### config.mk
export PLATFORM = sky130hd
export DESIGN_NAME = tmds_encoder_flat
export DESIGN_NICKNAME = d
export VERILOG_FILES = /design/src/rtl/tmds_encoder_if.sv /design/src/rtl/tmds_encoder.sv /design/src/flat_wrapper.sv
export SDC_FILE = /design/constraint.sdc
export NUM_CORES = 1
export LEC_CHECK = 0
export CAP_MARGIN = 20
export CORE_MARGIN = 5
export CORE_UTILIZATION = 50
export DETAILED_ROUTE_END_ITERATION = 12
export PLACE_DENSITY = 0.71
export SYNTH_ARGS = -nofsm -noshare
export SYNTH_HDL_FRONTEND = slang
export SYNTH_SLANG_ARGS = --single-unit
### constraint.sdc
create_clock -name i_clk_pixel -period 5.3 [get_ports i_clk_pixel]
set_clock_uncertainty 0.15 [all_clocks]
set_input_delay 0.53 -clock i_clk_pixel [delete_from_list [all_inputs] [get_ports i_clk_pixel]]
set_output_delay 0.53 -clock i_clk_pixel [all_outputs]
set_load 0.05 [all_outputs]
### src/rtl/tmds_encoder_if.sv
// Pixel-side bundle between the timing generator and the TMDS encoder:
// sync/blank/pixel bytes in, three 10-bit TMDS symbols out.
interface tmds_encoder_if;
  logic            i_hsync;
  logic            i_vsync;
  logic            i_blank;
  logic [2:0][7:0] i_data;   // [0]=B, [1]=G, [2]=R
  logic [2:0][9:0] o_tmds;   // [0]=blue+sync, [1]=green, [2]=red; bit 0 sent first

  modport master (
    output i_hsync, i_vsync, i_blank, i_data,
    input  o_tmds
  );

  modport slave (
    input  i_hsync, i_vsync, i_blank, i_data,
    output o_tmds
  );
endinterface

### src/rtl/tmds_encoder.sv
// Three-channel DVI 1.0 TMDS encoder on the pixel clock.
// Pipeline: input capture -> transition minimisation (q_m) -> DC balance / control
// tokens. Inputs sampled at edge k appear on o_tmds after edge k+2.
module tmds_encoder #(
  parameter bit SYNC_INV = 1'b0   // 1 = timing source drives active-low syncs
) (
  input  logic           i_clk_pixel,
  input  logic           i_rst,
  tmds_encoder_if.slave  link
);

  localparam logic [9:0] TOKEN_00 = 10'h354;
  localparam logic [9:0] TOKEN_01 = 10'h0AB;
  localparam logic [9:0] TOKEN_10 = 10'h154;
  localparam logic [9:0] TOKEN_11 = 10'h2AB;

  // ctrl is {C1, C0}; only channel 0 carries real sync values.
  typedef struct packed {
    logic       blank;
    logic [1:0] ctrl;
  } ctl_t;

  typedef struct packed {
    logic [9:0]        sym;
    logic signed [4:0] cnt;
  } bal_t;

  ctl_t              in_ctl;
  ctl_t              s1_ctl;
  logic [2:0][7:0]   in_data;
  logic [2:0][8:0]   s1_qm;
  logic [2:0][9:0]   tmds_q;
  logic signed [4:0] cnt [3];
  bal_t              bal [3];

  function automatic logic [3:0] popcount8(input logic [7:0] v);
    logic [3:0] n;
    n = '0;
    for (int i = 0; i < 8; i++) n = n + {3'b000, v[i]};
    return n;
  endfunction

  // Transition-minimised 9-bit word; q_m[8]=1 marks the XOR chain.
  function automatic logic [8:0] qm_encode(input logic [7:0] d);
    logic [3:0] n1;
    logic       use_xnor;
    logic [8:0] q;
    n1       = popcount8(d);
    use_xnor = (n1 > 4'd4) || ((n1 == 4'd4) && !d[0]);
    q        = '0;
    q[0]     = d[0];
    for (int i = 1; i < 8; i++)
      q[i] = use_xnor ? ~(q[i-1] ^ d[i]) : (q[i-1] ^ d[i]);
    q[8]     = ~use_xnor;
    return q;
  endfunction

  // DC-balancing step: picks whether to invert q_m[7:0] from the running disparity.
  function automatic bal_t balance(input logic [8:0] qm, input logic signed [4:0] c);
    bal_t              r;
    logic signed [4:0] n1;
    logic signed [4:0] n0;
    logic signed [4:0] diff;
    n1   = signed'({1'b0, popcount8(qm[7:0])});
    n0   = 5'sd8 - n1;
    diff = n1 - n0;
    if ((c == 5'sd0) || (n1 == n0)) begin
      r.sym = {~qm[8], qm[8], (qm[8] ? qm[7:0] : ~qm[7:0])};
      r.cnt = qm[8] ? (c + diff) : (c - diff);
    end else if (((c > 5'sd0) && (n1 > n0)) || ((c < 5'sd0) && (n0 > n1))) begin
      r.sym = {1'b1, qm[8], ~qm[7:0]};
      r.cnt = c + (qm[8] ? 5'sd2 : 5'sd0) - diff;
    end else begin
      r.sym = {1'b0, qm[8], qm[7:0]};
      r.cnt = c - (qm[8] ? 5'sd0 : 5'sd2) + diff;
    end
    return r;
  endfunction

  function automatic logic [9:0] token(input logic [1:0] ctrl);
    case (ctrl)
      2'b00:   return TOKEN_00;
      2'b01:   return TOKEN_01;
      2'b10:   return TOKEN_10;
      default: return TOKEN_11;
    endcase
  endfunction

  // Capture sync/blank/pixels; reset parks the pipe in a blank, C1C0=00 period.
  // NOTE: registered state uses <= so every flop samples pre-edge values regardless of block order.
  always_ff @(posedge i_clk_pixel) begin
    if (i_rst) begin
      in_ctl  <= '{blank: 1'b1, ctrl: 2'b00};
      in_data <= '0;
    end else begin
      in_ctl.blank <= link.i_blank;
      in_ctl.ctrl  <= {link.i_vsync ^ SYNC_INV, link.i_hsync ^ SYNC_INV};
      in_data      <= link.i_data;
    end
  end

  // Stage 1: transition minimisation per channel, control travels alongside.
  always_ff @(posedge i_clk_pixel) begin
    if (i_rst) begin
      s1_ctl <= '{blank: 1'b1, ctrl: 2'b00};
      s1_qm  <= '0;
    end else begin
      s1_ctl <= in_ctl;
      for (int ch = 0; ch < 3; ch++) s1_qm[ch] <= qm_encode(in_data[ch]);
    end
  end

  // Candidate balanced symbol and next disparity for each channel.
  // NOTE: every element is assigned on every pass, so no latch can be inferred.
  always_comb begin
    for (int ch = 0; ch < 3; ch++) bal[ch] = balance(s1_qm[ch], cnt[ch]);
  end

  // Stage 2: emit control token (disparity cleared) or balanced data symbol.
  always_ff @(posedge i_clk_pixel) begin
    if (i_rst) begin
      for (int ch = 0; ch < 3; ch++) begin
        tmds_q[ch] <= TOKEN_00;
        cnt[ch]    <= '0;
      end
    end else begin
      for (int ch = 0; ch < 3; ch++) begin
        if (s1_ctl.blank) begin
          tmds_q[ch] <= token((ch == 0) ? s1_ctl.ctrl : 2'b00);
          cnt[ch]    <= '0;
        end else begin
          tmds_q[ch] <= bal[ch].sym;
          cnt[ch]    <= bal[ch].cnt;
        end
      end
    end
  end

  assign link.o_tmds = tmds_q;

endmodule

### src/flat_wrapper.sv
// flat-port wrapper written by rule: the top's interface ports become plain ports
module tmds_encoder_flat 
#(
  parameter bit SYNC_INV = 1'b0                                               
)
  (i_clk_pixel, i_rst, link_i_hsync, link_i_vsync, link_i_blank, link_i_data, link_o_tmds);
  tmds_encoder_if link_i ();
  input  logic i_clk_pixel;
  input  logic i_rst;
  input wire logic [$bits(link_i.i_hsync)-1:0] link_i_hsync;
  input wire logic [$bits(link_i.i_vsync)-1:0] link_i_vsync;
  input wire logic [$bits(link_i.i_blank)-1:0] link_i_blank;
  input wire logic [$bits(link_i.i_data)-1:0] link_i_data;
  output wire logic [$bits(link_i.o_tmds)-1:0] link_o_tmds;
  assign link_i.i_hsync = link_i_hsync;
  assign link_i.i_vsync = link_i_vsync;
  assign link_i.i_blank = link_i_blank;
  assign link_i.i_data = link_i_data;
  assign link_o_tmds = link_i.o_tmds;
  tmds_encoder #(.SYNC_INV(SYNC_INV)) u_core (.i_clk_pixel(i_clk_pixel), .i_rst(i_rst), .link(link_i));
endmodule
==> results of run 1 <==
==> cells in the mapped netlist (all sizes together) (2+ instances only) <==
library cell	number	share of area
inv	102	0.059
a21o	12	0.014
nor2	55	0.032
nor3	6	0.0046
ha	63	0.12
or4	5	0.0057
o221ai	2	0.0046
o211ai	5	0.0057
nand2	30	0.017
or3	3	0.0029
a21oi	28	0.023
xor2	17	0.023
o221a	2	0.0034
edfxtp	15	0.069
nor2b	42	0.040
fa	39	0.12
mux2i	6	0.0092
nand3	8	0.0061
and2	6	0.0057
dfxtp	87	0.27
buf	2	0.0013
xnor2	66	0.092
o31ai	2	0.0023
a211oi	6	0.0088
o32ai	2	0.0027
clkbuf	13	0.0075
nor4	2	0.0019
o21a	2	0.0023
a22oi	4	0.0046
nor3b	8	0.011
o21ai	23	0.021
or2	8	0.0076
==> cell families after synthesis <==
family,Yosys count,share of synthesized area
AOI/OAI and AO/OA,92,0.0964
xor gates and xnor gates,83,0.115
adders and majority gates,102,0.240
buffers and inverters,118,0.0679
DFF,102,0.335
muxes,6,0.00918
other,1,0.000573
and+or+nand+nor,175,0.137
==> final cells by class <==
type	instances	area share
clock buffer	10	0.0298
clock inverter	6	0.00977
inverter	103	0.0503
multi-input combinational	473	0.519
sequential	102	0.285
tap	172	0.0280
timing repair buffer	61	0.0779
==> routing by layer <==
layer | vias to the layer above | share of wire | track usage
li1 | 2301 | - | -
met1 | 2130 | 0.44 | 0.194
met2 | 74 | 0.50 | 0.292
met3 | 19 | 0.035 | 0.0300
met4 | 0 | 0.019 | 0.0529
met5 | - | 0 | 0
==> power by group through the flow <==
| stage | clock (mW) | combinational [mW] | sequential (mW) |
|---|---|---|---|
| after floorplan | 0 | 2.40 | 0.978 |
| after global placement | 0 | 2.90 | 0.943 |
| after detailed placement | 0 | 3.07 | 0.945 |
| after CTS | 0.695 | 3.09 | 0.928 |
| after global routing | 0.722 | 3.54 | 0.937 |
| final | 0.676 | 3.10 | 0.928 |
==> how the worst min path moves through the flow <==
stage,to,slack [ns],cells past startpoint
4_1_cts,u_core.s1_ctl[2],0.27,1
5_1_grt,u_core.s1_ctl[2],0.30,1
3_5_place_dp,u_core.s1_ctl[2],0.25,1
6_report,u_core.s1_ctl[2],0.26,1
2_1_floorplan,u_core.s1_ctl[2],0.24,1
3_3_place_gp,u_core.s1_ctl[2],0.25,1
==> critical path: cells and delay by family (launching register included) <==
family                     cells  cell delay [ns]
and+or+nand+nor                4             0.64
buffers and inverters          2             0.14
AOI/OAI and AO/OA              3             0.47
adders and majority gates      7             3.03
DFF                            1             0.33
==> state kept, by name (all words and copies together), names as in the netlist <==
name,cells
u_core.cnt,15
u_core.s1_ctl,3
u_core.in_ctl,3
u_core.link.o_tmds,30
u_core.s1_qm,27
u_core.in_data,24
==> metrics by stage <==
stage / setup TNS (ns) / hold WS [ns] / instances
global route: -0.0000879 / 0.300 / 927
floorplan: 0 / 0.239 / 693
detailed placement: 0 / 0.246 / 911
CTS: 0 / 0.267 / 927
finish: 0 / 0.263 / 927
global placement: 0 / 0.246 / 911
==> impl_metrics.json, run 1 <==
{
  "outcome": "finished clean",
  "p_sw_mw": 2.06,
  "critPathRequiredTime_ns": 5.22,
  "root_buffer": "clkbuf_16",
  "clkPwrFrac": 0.144,
  "grt_antenna_before_repair": 0,
  "drc": 0,
  "reg2reg_setup_slack_ns": 0.26,
  "hp-class": "register to register",
  "crit_start": "u_core.s1_qm[1]",
  "post_cts_resized": 0,
  "power.leakage_nw": 3.36,
  "ys.flop_type": "dfxtp_1",
  "synth_cell_type_count": 48,
  "antenna_cells": 0,
  "worst_path_most_repeated_cell": "fa_1",
  "endpoint_kind": "register",
  "p_per_area_mw_per_mm2": 612,
  "p_seq_frac": 0.197,
  "multiInputGateArea_mm2": 0.00399,
  "combPwrFrac": 0.659,
  "total_power_mw": 4.70,
  "critPathKind": "register to register",
  "cts_tree": "done",
  "timing.fmax_mhz": 198,
  "yosysWarnings": 0,
  "cts_buffers": 9,
  "grt_pass1_wl_mm": 21.1,
  "grt_overflow": 0,
  "rows": 41,
  "max_cap_viol_count": 0,
  "synth.avg_cell_area_um2": 9.64,
  "worstPathArrival_ns": 4.96,
  "start_util": 0.514,
  "setup_ws_ns": 0.257,
  "clock_path_buffers": 2,
  "maxSlewHeadroom": 0.395,
  "vias": 4524,
  "post-route-period-util": 0.951,
  "r2r-start": "u_core.s1_qm[1]",
  "io_pins": 59,
  "syn_inst": 679,
  "max_slew.worst_pin.slew_ns": 0.908,
  "cts_sinks": 102,
  "hp-start": "u_core.in_ctl[2]",
  "pre_cts_slack_ns": 0.0817,
  "sw_frac_of_total": 0.437,
  "hold_viol": 0,
  "start_kind": "register",
  "regArea_mm2": 0.00219,
  "antenna_left": 0,
  "layout_commonest_cell": "inv_1",
  "layout_common_cells": "inv_1 (100), dfxtp_1 (87), xnor2_1 (63)",
  "dp_hpwl_mm": 9.49,
  "final_cell_area_mm2": 0.00768,
  "place.gp.congestion": 0.907,
  "ys_ff_latch": 102,
  "netlist_area_mm2": 0.00654,
  "path_clk_slew_ns": 0.07,
  "nets": 881,
  "cpPeakStageDelay_ns": 0.54,
  "areaGrowthSynthToFinish_pct": 17.4,
  "fp.dieH_um": 124,
  "reg2reg_depth": 16,
  "clk_latency_ns": 0.35,
  "drive_above_1_share": 0.0623,
  "fill_cells": 1119,
  "fp.coreArea_mm2": 0.0127,
  "seq_area_frac_synth": 0.335,
  "crit_end": "u_core.cnt[0][4]",
  "initialDrtViolationCount": 182,
  "post_cts_buffers": 0,
  "period_needed_ns": 5.04,
  "dpl_cell_area_mm2": 0.00735,
  "path_cells": "ha_1, inv_1, fa_1, fa_1, fa_1, fa_1, ha_2, inv_1, ha_1, nor2b_1, o21ai_1, nand2_1, nor3b_1, nor3_2, a2bb2oi_1, o211ai_1",
  "irDropWorstVdd_v": 0.000213,
  "grt_usage": 0.162,
  "synth_edf_count": 15,
  "intPower_mw": 2.64,
  "grt_pass1_vias": 4719,
  "maxSlewViolCount": 0,
  "grt_max_degree": 59,
  "crit_path_max_fanout": 5,
  "dieArea_mm2": 0.0155,
  "dr.pass1.iters": 4,
  "cts_hold_repair.buffers": 0,
  "htreeDepth": 3,
  "critPathSlowestCell": "fa_1",
  "wl_mm": 11.9,
  "die_x_um": 124,
  "vias_per_cell": 4.88,
  "async_flop_share": 0,
  "rr_endpoint": "u_core.cnt[0][4]",
  "post-route-util": 0.604,
  "setup_viol": 0,
  "portBuffers": 58,
  "routedWlPerCell_um": 12.9
}
Note: power is estimated with default switching activity, not from simulation.
==> run 2: changes to the inputs <==
--- a/config.mk
+++ b/config.mk
@@ -9,6 +9,8 @@
 export CORE_MARGIN = 5
 export CORE_UTILIZATION = 50
 export DETAILED_ROUTE_END_ITERATION = 12
+export GPL_TIMING_DRIVEN = 0
+export HOLD_SLACK_MARGIN = 0.08
 export PLACE_DENSITY = 0.71
 export SYNTH_ARGS = -nofsm -noshare
 export SYNTH_HDL_FRONTEND = slang
==> impl_metrics.json, run 2 (synthesis gave the netlist of run 1 again) <==
{
  "irDropWorstVdd_v": 0.000215,
  "stdcell_count": 942,
  "dpl_cell_area_mm2": 0.00739,
  "min_delay_path_depth": 1,
  "areaGrowthSynthToFinish_pct": 18.5,
  "rows": 41,
  "fin_setup_tns_ns": 0,
  "cts_tree": "done",
  "cts_buffers": 9,
  "maxSlewViolCount": 0,
  "grt_max_degree": 18,
  "critPathRequiredTime_ns": 5.36,
  "busiest_layer": "met2",
  "critPathKind": "register to register",
  "antenna_cells": 0,
  "fp.coreArea_mm2": 0.0127,
  "clock_path_buffers": 2,
  "wl_mm": 12.2,
  "largest_register_ffs": 30,
  "nets": 896,
  "p_per_area_mw_per_mm2": 607,
  "htreeDepth": 3,
  "fill_cells": 1153,
  "fp.dieH_um": 124,
  "place.gp.congestion": 0.870,
  "endpoint_kind": "register",
  "use_met3": 0.0279,
  "cts_hold_repair.buffers": 0,
  "final_cell_area_mm2": 0.00775,
  "regArea_mm2": 0.00219,
  "initialDrtViolationCount": 175,
  "hold_end": "u_core.s1_ctl[2]",
  "layout_commonest_cell": "inv_1",
  "hp-start": "u_core.in_ctl[2]",
  "routedWlPerCell_um": 13.0,
  "start_util": 0.514,
  "grt_pass1_vias": 4921,
  "dp.cells": 923,
  "grt_pass1_wl_mm": 22.0,
  "period_needed_ns": 5.07,
  "grtUsageMet1": 0.197,
  "holdWs_ns": 0.268,
  "setup_viol": 0,
  "dr.pass1.iters": 5,
  "dieArea_mm2": 0.0155,
  "post-route-period-util": 0.957,
  "worstPathArrival_ns": 5.13,
  "reg2reg_setup_slack_ns": 0.23,
  "outcome": "finished clean",
  "path_clk_slew_ns": 0.07,
  "total_power_mw": 4.70,
  "vias_per_cell": 4.89,
  "antenna_left": 0,
  "hp-class": "register to register",
  "setup_ws_ns": 0.229,
  "drc": 0,
  "layout_common_cells": "inv_1 (100), dfxtp_1 (87), xnor2_1 (63)",
  "start_kind": "register",
  "portBuffers": 58,
  "crit_start": "u_core.s1_qm[9]",
  "post-route-util": 0.609,
  "vias": 4604,
  "die_x_um": 124,
  "gr-usage-met2": 0.302,
  "cts_sinks": 102,
  "max_cap_viol_count": 0,
  "reg2reg_depth": 15,
  "grt_antenna_before_repair": 0,
  "maxSlewHeadroom": 0.547,
  "dp_hpwl_mm": 10.0,
  "r2r-start": "u_core.s1_qm[9]",
  "max_slew.worst_pin.slew_ns": 0.680,
  "io_pins": 59,
  "pre_cts_slack_ns": -0.0455,
  "timing.fmax_mhz": 197,
  "grt_usage": 0.169,
  "power.leakage_nw": 3.38,
  "hold_viol": 0,
  "rr_endpoint": "u_core.cnt[1][4]",
  "drive_above_1_share": 0.0662,
  "root_buffer": "clkbuf_16",
  "grt_overflow": 0,
  "clk_latency_ns": 0.35,
  "crit_path_max_fanout": 5,
  "multiInputGateArea_mm2": 0.00399
}
-- run 2: critical path, stage by stage, from the launching register on --
cell and delay, ns:
dfxtp_1 0.32, ha_1 0.28, inv_1 0.05, fa_1 0.51
fa_1 0.53, fa_2 0.43, fa_2 0.55, ha_2 0.42
inv_1 0.07, ha_1 0.30, a21o_1 0.18, a21oi_2 0.19
a21oi_1 0.09, o221a_1 0.26, or4_1 0.50, nand3_1 0.10
-- run 2: per-layer routing --
layer  part of all wire  wire length [um]
met5                  0                 0
met3              0.033               403
met2               0.51              6270
met4              0.034               412
met1               0.42              5150
-- run 2: cell type report --
type                    instances  area share
multi-input cells             473       0.515
flip-flops and latches        102       0.283
repair buffers                 61      0.0778
inverters                     103      0.0499
clock buffers                  12      0.0344
well taps                     172      0.0278
plain buffers                  15     0.00743
clock inverters                 4     0.00452
-- run 2: repair_timing --
| item | in CTS | in global routing |
|---|---|---|
| gates cloned | 0 | 0 |
| endpoints found under the setup margin | 1 | 12 |
| setup buffers | 2 | 1 |
| gates resized for setup | 0 | 11 |
| pin swaps | 1 | 2 |
-- run 2: worst max-delay path by stage --
stage / endpoint
2_1_floorplan: u_core.cnt[0][4]
3_3_place_gp: u_core.cnt[0][4]
3_5_place_dp: u_core.cnt[0][4]
4_1_cts: u_core.cnt[0][4]
5_1_grt: u_core.cnt[1][4]
6_report: u_core.cnt[1][4]
-- run 2: report_power, final --
part | internal [mW] | leakage [nW] | total, mW | switching (mW)
clock network | 0.363 | 0.152 | 0.656 | 0.292
logic | 1.42 | 2.36 | 3.13 | 1.71
registers | 0.869 | 0.874 | 0.921 | 0.0523
total | 2.65 | 3.38 | 4.70 | 2.05
==> run 3: changes to the inputs <==
--- a/config.mk
+++ b/config.mk
@@ -6,12 +6,14 @@
 export NUM_CORES = 1
 export LEC_CHECK = 0
 export CAP_MARGIN = 20
+export CELL_PAD_IN_SITES_DETAIL_PLACEMENT = 0
+export CELL_PAD_IN_SITES_GLOBAL_PLACEMENT = 1
 export CORE_MARGIN = 5
-export CORE_UTILIZATION = 50
+export CORE_UTILIZATION = 46
 export DETAILED_ROUTE_END_ITERATION = 12
 export GPL_TIMING_DRIVEN = 0
 export HOLD_SLACK_MARGIN = 0.08
-export PLACE_DENSITY = 0.71
+export PLACE_DENSITY_LB_ADDON = 0.1
 export SYNTH_ARGS = -nofsm -noshare
 export SYNTH_HDL_FRONTEND = slang
 export SYNTH_SLANG_ARGS = --single-unit
==> impl_metrics.json, run 3 (synthesis gave the netlist of run 1 again) <==
{
  "timing.fmax_mhz": 198,
  "routedWlPerCell_um": 13.1,
  "start_util": 0.470,
  "irDropWorstVdd_v": 0.000212,
  "multiInputGateArea_mm2": 0.00402,
  "grt_setup_unrepaired": "no",
  "critPathRequiredTime_ns": 5.37,
  "final_cell_area_mm2": 0.00780,
  "vias": 4561,
  "power.leakage_nw": 3.39,
  "p_per_area_mw_per_mm2": 609,
  "cpPeakStageDelay_ns": 0.53,
  "cts_buffers": 9,
  "maxSlewViolCount": 0,
  "path_cells": "ha_1, inv_1, fa_1, fa_1, fa_2, fa_2, xnor2_4, inv_2, ha_1, or2_2, o21a_1, a21o_1, o221a_1, or4_1, nand3_1",
  "grt_max_degree": 17,
  "die_x_um": 129,
  "dpl_cell_area_mm2": 0.00740,
  "grt_usage": 0.163,
  "dp_hpwl_mm": 10.5,
  "areaGrowthSynthToFinish_pct": 19.2,
  "crit_family": "adder cells",
  "vias_per_cell": 4.80,
  "path_clk_slew_ns": 0.07,
  "critPathSlowestCell": "fa_1",
  "critPathKind": "register to register",
  "dr.pass1.iters": 4,
  "post-route-util": 0.559,
  "maxSlewHeadroom": 0.572,
  "fill_cells": 1287,
  "start_kind": "register",
  "hold_viol": 0,
  "antenna_left": 0,
  "initialDrtViolationCount": 140,
  "nets": 897,
  "endpoint_kind": "register",
  "grt_antenna_before_repair": 0,
  "grt_pass1_wl_mm": 21.7,
  "layout_common_cells": "inv_1 (100), dfxtp_1 (87), xnor2_1 (63)",
  "setup_viol": 0,
  "drc": 0,
  "portBuffers": 58,
  "htreeDepth": 3,
  "root_buffer": "clkbuf_16",
  "dieArea_mm2": 0.0167,
  "largest_register_ffs": 30,
  "max_slew.worst_pin.slew_ns": 0.642,
  "fp.coreArea_mm2": 0.0139,
  "worst-path-buf-inv": 2,
  "clk_latency_ns": 0.35,
  "grt_overflow": 0,
  "drive_above_1_share": 0.0662,
  "fp.dieH_um": 129,
  "post-route-period-util": 0.955,
  "worstPathArrival_ns": 5.13,
  "cts_tree": "done",
  "grt_pass1_vias": 4761,
  "total_power_mw": 4.75,
  "max_cap_viol_count": 0,
  "regArea_mm2": 0.00219,
  "period_needed_ns": 5.06,
  "antenna_cells": 0,
  "layout_commonest_cell": "inv_1",
  "rows": 43,
  "wl_mm": 12.4,
  "hp-class": "register to register",
  "clock_path_buffers": 2,
  "io_pins": 59,
  "cts_sinks": 102,
  "crit_path_max_fanout": 7,
  "place.gp.congestion": 0.847,
  "outcome": "finished clean"
}
-- run 3: routing by layer --
metal / routed length, um / GRT usage / share of wire / vias to the layer above
li1: - / - / - / 2329
met1: 5560 / 0.201 / 0.45 / 2152
met2: 6250 / 0.287 / 0.50 / 67
met3: 413 / 0.0309 / 0.033 / 13
met4: 216 / 0.0537 / 0.017 / 0
met5: 0 / 0 / 0 / -
-- run 3: metrics by stage --
| stage | setup slack (ns) | hold WS (ns) | instances | setup TNS [ns] |
|---|---|---|---|---|
| 2_1_floorplan | 0.448 | 0.239 | 693 | 0 |
| 3_5_place_dp | -0.140 | 0.254 | 931 | -0.140 |
| 6_report | 0.238 | 0.272 | 950 | 0 |
| 3_3_place_gp | -0.0554 | 0.245 | 931 | -0.0554 |
| 5_1_grt | 0.0198 | 0.296 | 950 | 0 |
| 4_1_cts | 0.0535 | 0.275 | 947 | 0 |
-- run 3: where the power goes --
| group | internal [mW] | leakage [nW] | total (mW) | switching (mW) |
|---|---|---|---|---|
| clock | 0.392 | 0.152 | 0.678 | 0.286 |
| sequential | 0.869 | 0.874 | 0.921 | 0.0521 |
| combinational | 1.44 | 2.37 | 3.15 | 1.71 |
| total | 2.70 | 3.39 | 4.75 | 2.05 |
-- run 3: final timing paths --
kind         slack [ns]  cells after the start          endpoint              from
max                0.24                     15  u_core.cnt[1][4]   u_core.s1_qm[9]
min                0.27                      1  u_core.s1_ctl[2]  u_core.in_ctl[2]
max reg2reg        0.24                     15  u_core.cnt[1][4]   u_core.s1_qm[9]
min reg2reg        0.27                      1  u_core.s1_ctl[2]  u_core.in_ctl[2]
-- run 3: area by class of cell --
type                    instances  area share
plain buffers                  15     0.00738
inverters                     103      0.0498
well taps                     180      0.0289
clock buffers                  11      0.0324
repair buffers                 62      0.0783
flip-flops and latches        102       0.281
multi-input cells             473       0.515
clock inverters                 4     0.00674
-- run 3: what timing repair did --
| action | CTS | global route |
|---|---|---|
| hold buffers | 0 | 0 |
| buffers inserted | 1 | 3 |
| pin swaps | 1 | 3 |
| setup endpoints to repair | 1 | 3 |
| resized for setup | 1 | 11 |
